==> config.mk <==
export PLATFORM = sky130hd
export DESIGN_NAME = seven_seg_mux
export DESIGN_NICKNAME = d
export VERILOG_FILES = /design/src/rtl/seven_seg_mux.sv
export SDC_FILE = /design/constraint.sdc
export NUM_CORES = 1
export LEC_CHECK = 0
export ABC_AREA = 1
export CORE_ASPECT_RATIO = 0.5
export CORE_MARGIN = 5
export CORE_UTILIZATION = 35
export CTS_CLUSTER_DIAMETER = 50
export DETAILED_ROUTE_END_ITERATION = 6
export DONT_BUFFER_PORTS = 1
export HOLD_SLACK_MARGIN = 0.12
export SYNTH_ARGS = -nofsm -noshare
export SYNTH_HDL_FRONTEND = slang
export SYNTH_SLANG_ARGS = --single-unit
==> constraint.sdc <==
create_clock -name clk_100mhz -period 5.1 [get_ports clk_100mhz]
set_input_delay 1.53 -clock clk_100mhz [delete_from_list [all_inputs] [get_ports clk_100mhz]]
set_output_delay 1.53 -clock clk_100mhz [all_outputs]
set_load 0.01 [all_outputs]
==> src/rtl/seven_seg_mux.sv <==
// seven_seg_mux: multiplexed seven-segment controller with sequential binary-to-BCD or hex
// conversion, leading-zero blanking, overflow dashes and tear-free display updates.
module seven_seg_mux #(
    parameter int N_DIGITS    = 4,
    parameter int VALUE_W     = 16,
    parameter int REFRESH_DIV = 262144
) (
    input  logic                clk_100mhz,
    input  logic                reset,
    input  logic [VALUE_W-1:0]  value_in,
    input  logic                load,
    input  logic                hex_mode,
    input  logic                blank_lz,
    input  logic [N_DIGITS-1:0] dp_in,
    output logic                busy,
    output logic [N_DIGITS-1:0] Anode_activate,
    output logic [6:0]          LED_out,
    output logic                dp_out
);
    localparam int BW = 4 * N_DIGITS;
    localparam int CW = $clog2(VALUE_W);
    localparam int PW = $clog2(REFRESH_DIV);
    localparam int IW = $clog2(N_DIGITS);
    localparam logic [63:0] DEC_LIM = 64'(10 ** N_DIGITS);
    // Active-low a..g patterns, digit F in the top slot down to digit 0 at the bottom.
    localparam logic [111:0] SEG_ROM = {7'b0111000, 7'b0110000, 7'b1000010, 7'b0110001,
                                        7'b1100000, 7'b0001000, 7'b0000100, 7'b0000000,
                                        7'b0001111, 7'b0100000, 7'b0100100, 7'b1001100,
                                        7'b0000110, 7'b0010010, 7'b1001111, 7'b0000001};

    typedef enum logic [1:0] {IDLE, SHIFT, COMMIT} state_t;

    state_t              state_q, state_d;
    logic [VALUE_W-1:0]  val_q, val_d;
    logic [BW-1:0]       bcd_q, bcd_d, adj;
    logic [CW-1:0]       cnt_q, cnt_d;
    logic                ovf_q, ovf_d, blz_q, blz_d;
    logic [BW-1:0]       code_q, code_d;
    logic [N_DIGITS-1:0] blank_q, blank_d, dash_q, dash_d;
    logic [PW-1:0]       pre_q, pre_d;
    logic [IW-1:0]       idx_q, idx_d;
    logic [N_DIGITS-1:0] an_q, an_d;
    logic [6:0]          led_q, led_d;
    logic                dp_q, dp_d;
    logic [3:0]          digit;
    logic                accept, seen, tc;

    always_ff @(posedge clk_100mhz) begin
        if (reset) state_q <= IDLE;
        else       state_q <= state_d;
    end

    always_comb begin
        state_d = state_q;
        case (state_q)
            IDLE:    if (accept) state_d = hex_mode ? COMMIT : SHIFT;
            SHIFT:   if (cnt_q == CW'(VALUE_W - 1)) state_d = COMMIT;
            default: state_d = IDLE;
        endcase
    end

    always_comb begin
        busy   = (state_q != IDLE);
        accept = load & ~busy;
    end

    always_comb begin
        val_d   = val_q;
        bcd_d   = bcd_q;
        cnt_d   = cnt_q;
        ovf_d   = ovf_q;
        blz_d   = blz_q;
        code_d  = code_q;
        blank_d = blank_q;
        dash_d  = dash_q;
        seen    = 1'b0;
        for (int i = 0; i < N_DIGITS; i++)
            adj[4*i +: 4] = (bcd_q[4*i +: 4] >= 4'd5) ? bcd_q[4*i +: 4] + 4'd3 : bcd_q[4*i +: 4];
        if (accept) begin
            val_d = value_in;
            bcd_d = hex_mode ? BW'(value_in) : '0;
            cnt_d = '0;
            ovf_d = hex_mode ? ((64'(value_in) >> BW) != '0) : (64'(value_in) >= DEC_LIM);
            blz_d = blank_lz;
        end
        if (state_q == SHIFT) begin
            bcd_d = {adj[BW-2:0], val_q[VALUE_W-1]};
            val_d = val_q << 1;
            cnt_d = cnt_q + 1'b1;
        end
        if (state_q == COMMIT) begin
            code_d = bcd_q;
            for (int i = N_DIGITS - 1; i >= 0; i--) begin
                seen       = seen | (bcd_q[4*i +: 4] != 4'd0) | (i == 0);
                blank_d[i] = blz_q & ~seen;
                dash_d[i]  = ovf_q;
            end
        end
    end

    always_comb begin
        tc    = (pre_q == PW'(REFRESH_DIV - 1));
        pre_d = tc ? '0 : pre_q + 1'b1;
        idx_d = tc ? ((idx_q == IW'(N_DIGITS - 1)) ? '0 : idx_q + 1'b1) : idx_q;
        digit = code_q[4*idx_q +: 4];
        an_d  = ~(N_DIGITS'(1) << idx_q);
        led_d = dash_q[idx_q] ? 7'b1111110 : blank_q[idx_q] ? 7'b1111111 : SEG_ROM[digit*7 +: 7];
        dp_d  = ~dp_in[idx_q];
    end

    always_ff @(posedge clk_100mhz) begin
        if (reset) begin
            val_q   <= '0;
            bcd_q   <= '0;
            cnt_q   <= '0;
            ovf_q   <= 1'b0;
            blz_q   <= 1'b0;
            code_q  <= '0;
            blank_q <= '0;
            dash_q  <= '0;
            pre_q   <= '0;
            idx_q   <= '0;
            an_q    <= '1;
            led_q   <= 7'b1111111;
            dp_q    <= 1'b1;
        end else begin
            val_q   <= val_d;
            bcd_q   <= bcd_d;
            cnt_q   <= cnt_d;
            ovf_q   <= ovf_d;
            blz_q   <= blz_d;
            code_q  <= code_d;
            blank_q <= blank_d;
            dash_q  <= dash_d;
            pre_q   <= pre_d;
            idx_q   <= idx_d;
            an_q    <= an_d;
            led_q   <= led_d;
            dp_q    <= dp_d;
        end
    end

    assign Anode_activate = an_q;
    assign LED_out        = led_q;
    assign dp_out         = dp_q;
endmodule

==> results.py <==
metrics = {
    "cts": {
        "clk_path_buf_depth": 2,
        "clock_latency_ns": 0.35,
        "cts-buffers-inserted": 9,
        "cts_hold_buf": 0,
        "cts_sinks": 92,
        "clkTransAtPathRegs_ns": 0.06,
        "tritoncts": "yes",
        "root_buffer": "clkbuf_16",
        "cts.repair.resized": 0,
        "cts_setup_buffers": 0,
        "htreeDepth": 3,
    },
    "global_routing": {
        "grt_pass1_wl_mm": 17.9,
        "grt_overflow": 0,
        "antenna_found_initial": 0,
        "grt_pass1_vias": 3593,
        "track_usage": 0.141,
        "grt_max_degree": 34,
    },
    "sta": {
        "fin_crit_sh": 0.630,
        "final-hold-violation-count": 0,
        "fin_skew_ns": 0.00665,
        "fin_ws_ns": 1.89,
        "tightestPinTransition_ns": 1.00,
        "finalMaxSlewViolations": 0,
        "holdWs_ns": 0.449,
        "clock.fmax_ghz": 0.311,
        "rsz0062_at_grt": "no",
        "final-setup-viol-count": 0,
        "relSlewSlack": 0.329,
        "setup_tns_ns": 0,
        "finalCriticalPeriod_ns": 3.21,
    },
    "placement": {
        "place_ws_ns": 1.54,
        "gp_congestion": 0.781,
        "placedCellCount": 771,
        "hpwl_mm": 7.67,
        "place_area_sq_mm": 0.00465,
        "io_buffers": 0,
    },
    "synth": {
        "netlist_area_sq_mm": 0.00456,
        "synth-main-ff-cell": "dfxtp_1",
        "yosys_register_bits": 92,
        "synth_edf_count": 0,
        "synth_cells": 625,
        "synth_cell_type_count": 39,
        "yosys_warnings": 0,
        "ys_seq_area_frac": 0.404,
        "synthArstFlopShare": 0,
        "synth_nets": 674,
        "synth.avg_cell_area_sq_um": 7.30,
    },
    "floorplanning": {
        "die-width_um": 171,
        "initial_utilization": 0.359,
        "row_count": 29,
        "core-area_sq_mm": 0.0127,
        "io_pins": 38,
        "die-area_sq_mm": 0.0156,
        "fp.dieH_um": 90.7,
    },
    "worst_setup_path": {
        "ff2ff_path_depth": 8,
        "regToRegSetupSlack_ns": 2.36,
        "endpoint_kind": "register",
        "crit-reg2reg-capture": "bcd_q[6]",
        "critical_path_class": "in -> reg",
        "cp_data_arrival_time_ns": 3.44,
        "crit_fanout": 29,
        "timing.rr.start": "state_q[0]",
        "worstSetupStartpointType": "primary input",
        "cp_data_required_time_ns": 5.32,
    },
    "route": {
        "wl_per_cell_um": 13.5,
        "drc": 0,
        "ant_nets": 0,
        "drt-pass1-iter-count": 4,
        "first_iter_violations": 265,
        "routed_wl_mm": 10.6,
        "via_per_inst": 4.87,
        "vias": 3827,
    },
    "pwr": {
        "p_per_area_mw_per_mm2": 373,
        "p_leak_nw": 1.90,
        "ir_worst_vdd_mv": 0.141,
    },
    "run": {
        "drv_cap": 0,
    },
    "min_path": {
        "hp-class": "reg -> reg",
        "hold_depth": 2,
        "hold_path.startpoint": "code_q[5]",
        "whs_endpoint": "code_q[5]",
    },
    "cells_and_area": {
        "fin_area_sq_mm": 0.00492,
        "drive_gt1_frac": 0.0536,
        "nets": 661,
        "syn_to_final_growth_pct": 7.92,
        "final_cells": 786,
        "num_antenna_cells": 0,
    },
    "outcome": {
        "status": "finished clean",
    },
}
where the power goes:
group          internal (mW)  switching (mW)  total, mW
clock                  0.342           0.283      0.626
combinational          0.116           0.236      0.352
sequential             0.795          0.0623      0.857
total                   1.25           0.581       1.83
stage by stage:
step                      total power [mW]  utilization
after floorplan                       1.15            -
after global placement                1.22        0.366
after detailed placement              1.22        0.366
after CTS                             1.85        0.388
after global routing                  1.95        0.388
final                                 1.83        0.388
layout by cell type (no fill, tap or decap), types with 3 or more instances in the layout:
cell | Yosys | final
a21oi_1 | 72 | 72
inv_2 | 4 | 4
nand2_1 | 133 | 133
o21ai_0 | 58 | 58
dfxtp_1 | 92 | 92
inv_1 | 58 | 58
ha_1 | 24 | 24
clkbuf_16 | 0 | 9
o211ai_1 | 6 | 6
nor2_1 | 55 | 54
nand3_1 | 36 | 36
a31oi_1 | 11 | 11
nand2_4 | 3 | 3
xnor2_1 | 5 | 5
xor2_1 | 10 | 10
nand4_1 | 4 | 4
nor3_1 | 7 | 7
layer usage:
metal,share of wire,up-vias,GRT usage
li1,-,2025,-
met1,0.51,1728,0.195
met2,0.41,67,0.205
met3,0.064,7,0.0520
met4,0.0093,0,0.0435
met5,0,-,0
synth_stat cells, types with 3 or more instances:
library cell  instances  area, sq um
dfxtp_1              92         1840
nand4_1               4         25.0
xor2_1               10         87.6
nand3_1              36          180
nand2_4               3         33.8
clkbuf_1             10         37.5
xnor2_1               5         43.8
o211ai_1              6         45.0
nand2_1             133          499
inv_1                58          218
inv_2                 4         15.0
o21ai_0              58          290
ha_1                 24          300
buf_2                10         50.1
a21oi_1              72          360
nor3_1                7         35.0
nor2_1               55          206
a31oi_1              11         68.8
critical path, cell delays in order:
cell,delay [ns]
nand3_1,0.31
nand2_1,0.61
inv_1,0.58
a21oi_1,0.31
a21oi_1,0.10
worst max-delay path by stage:
stage / startpoint / endpoint / slack [ns] / cells past startpoint
after CTS: load / bcd_q[6] / 1.90 / 5
after floorplan: reset / code_q[12] / 2.75 / 5
after detailed placement: load / bcd_q[7] / 1.54 / 5
after global placement: load / bcd_q[5] / 1.64 / 5
final: load / bcd_q[6] / 1.89 / 5
after global routing: load / bcd_q[11] / 1.71 / 5
sequential cells by signal, summed over array words and instances (netlist names):
register / flops
Anode_activate: 4
LED_out: 7
bcd_q: 16
blank_q: 3
blz_q: 1
cnt_q: 4
code_q: 16
dash_q: 1
dp_out: 1
idx_q: 2
ovf_q: 1
pre_q: 18
state_q: 2
val_q: 16
layout make-up:
| cell class | instances | area (sq um) |
|---|---|---|
| Fill cell | 1320 | 7770 |
| Inverter | 63 | 236 |
| Clock inverter | 5 | 37.5 |
| Multi-Input combinational cell | 444 | 2340 |
| Timing Repair Buffer | 2 | 15.0 |
| Clock buffer | 10 | 239 |
| Sequential cell | 92 | 1840 |
| Tap cell | 170 | 213 |
kinds of logic after synthesis:
kind of cell / after synthesis / synth area share
AND/OR/NAND/NOR: 251 / 0.240
AO/OA/AOI/OAI: 154 / 0.179
flip-flops: 92 / 0.404
buffers and inverters: 89 / 0.0836
adder cells (fa/ha/maj): 24 / 0.0658
XOR/XNOR: 15 / 0.0288
(Power assumes the default switching activity.)
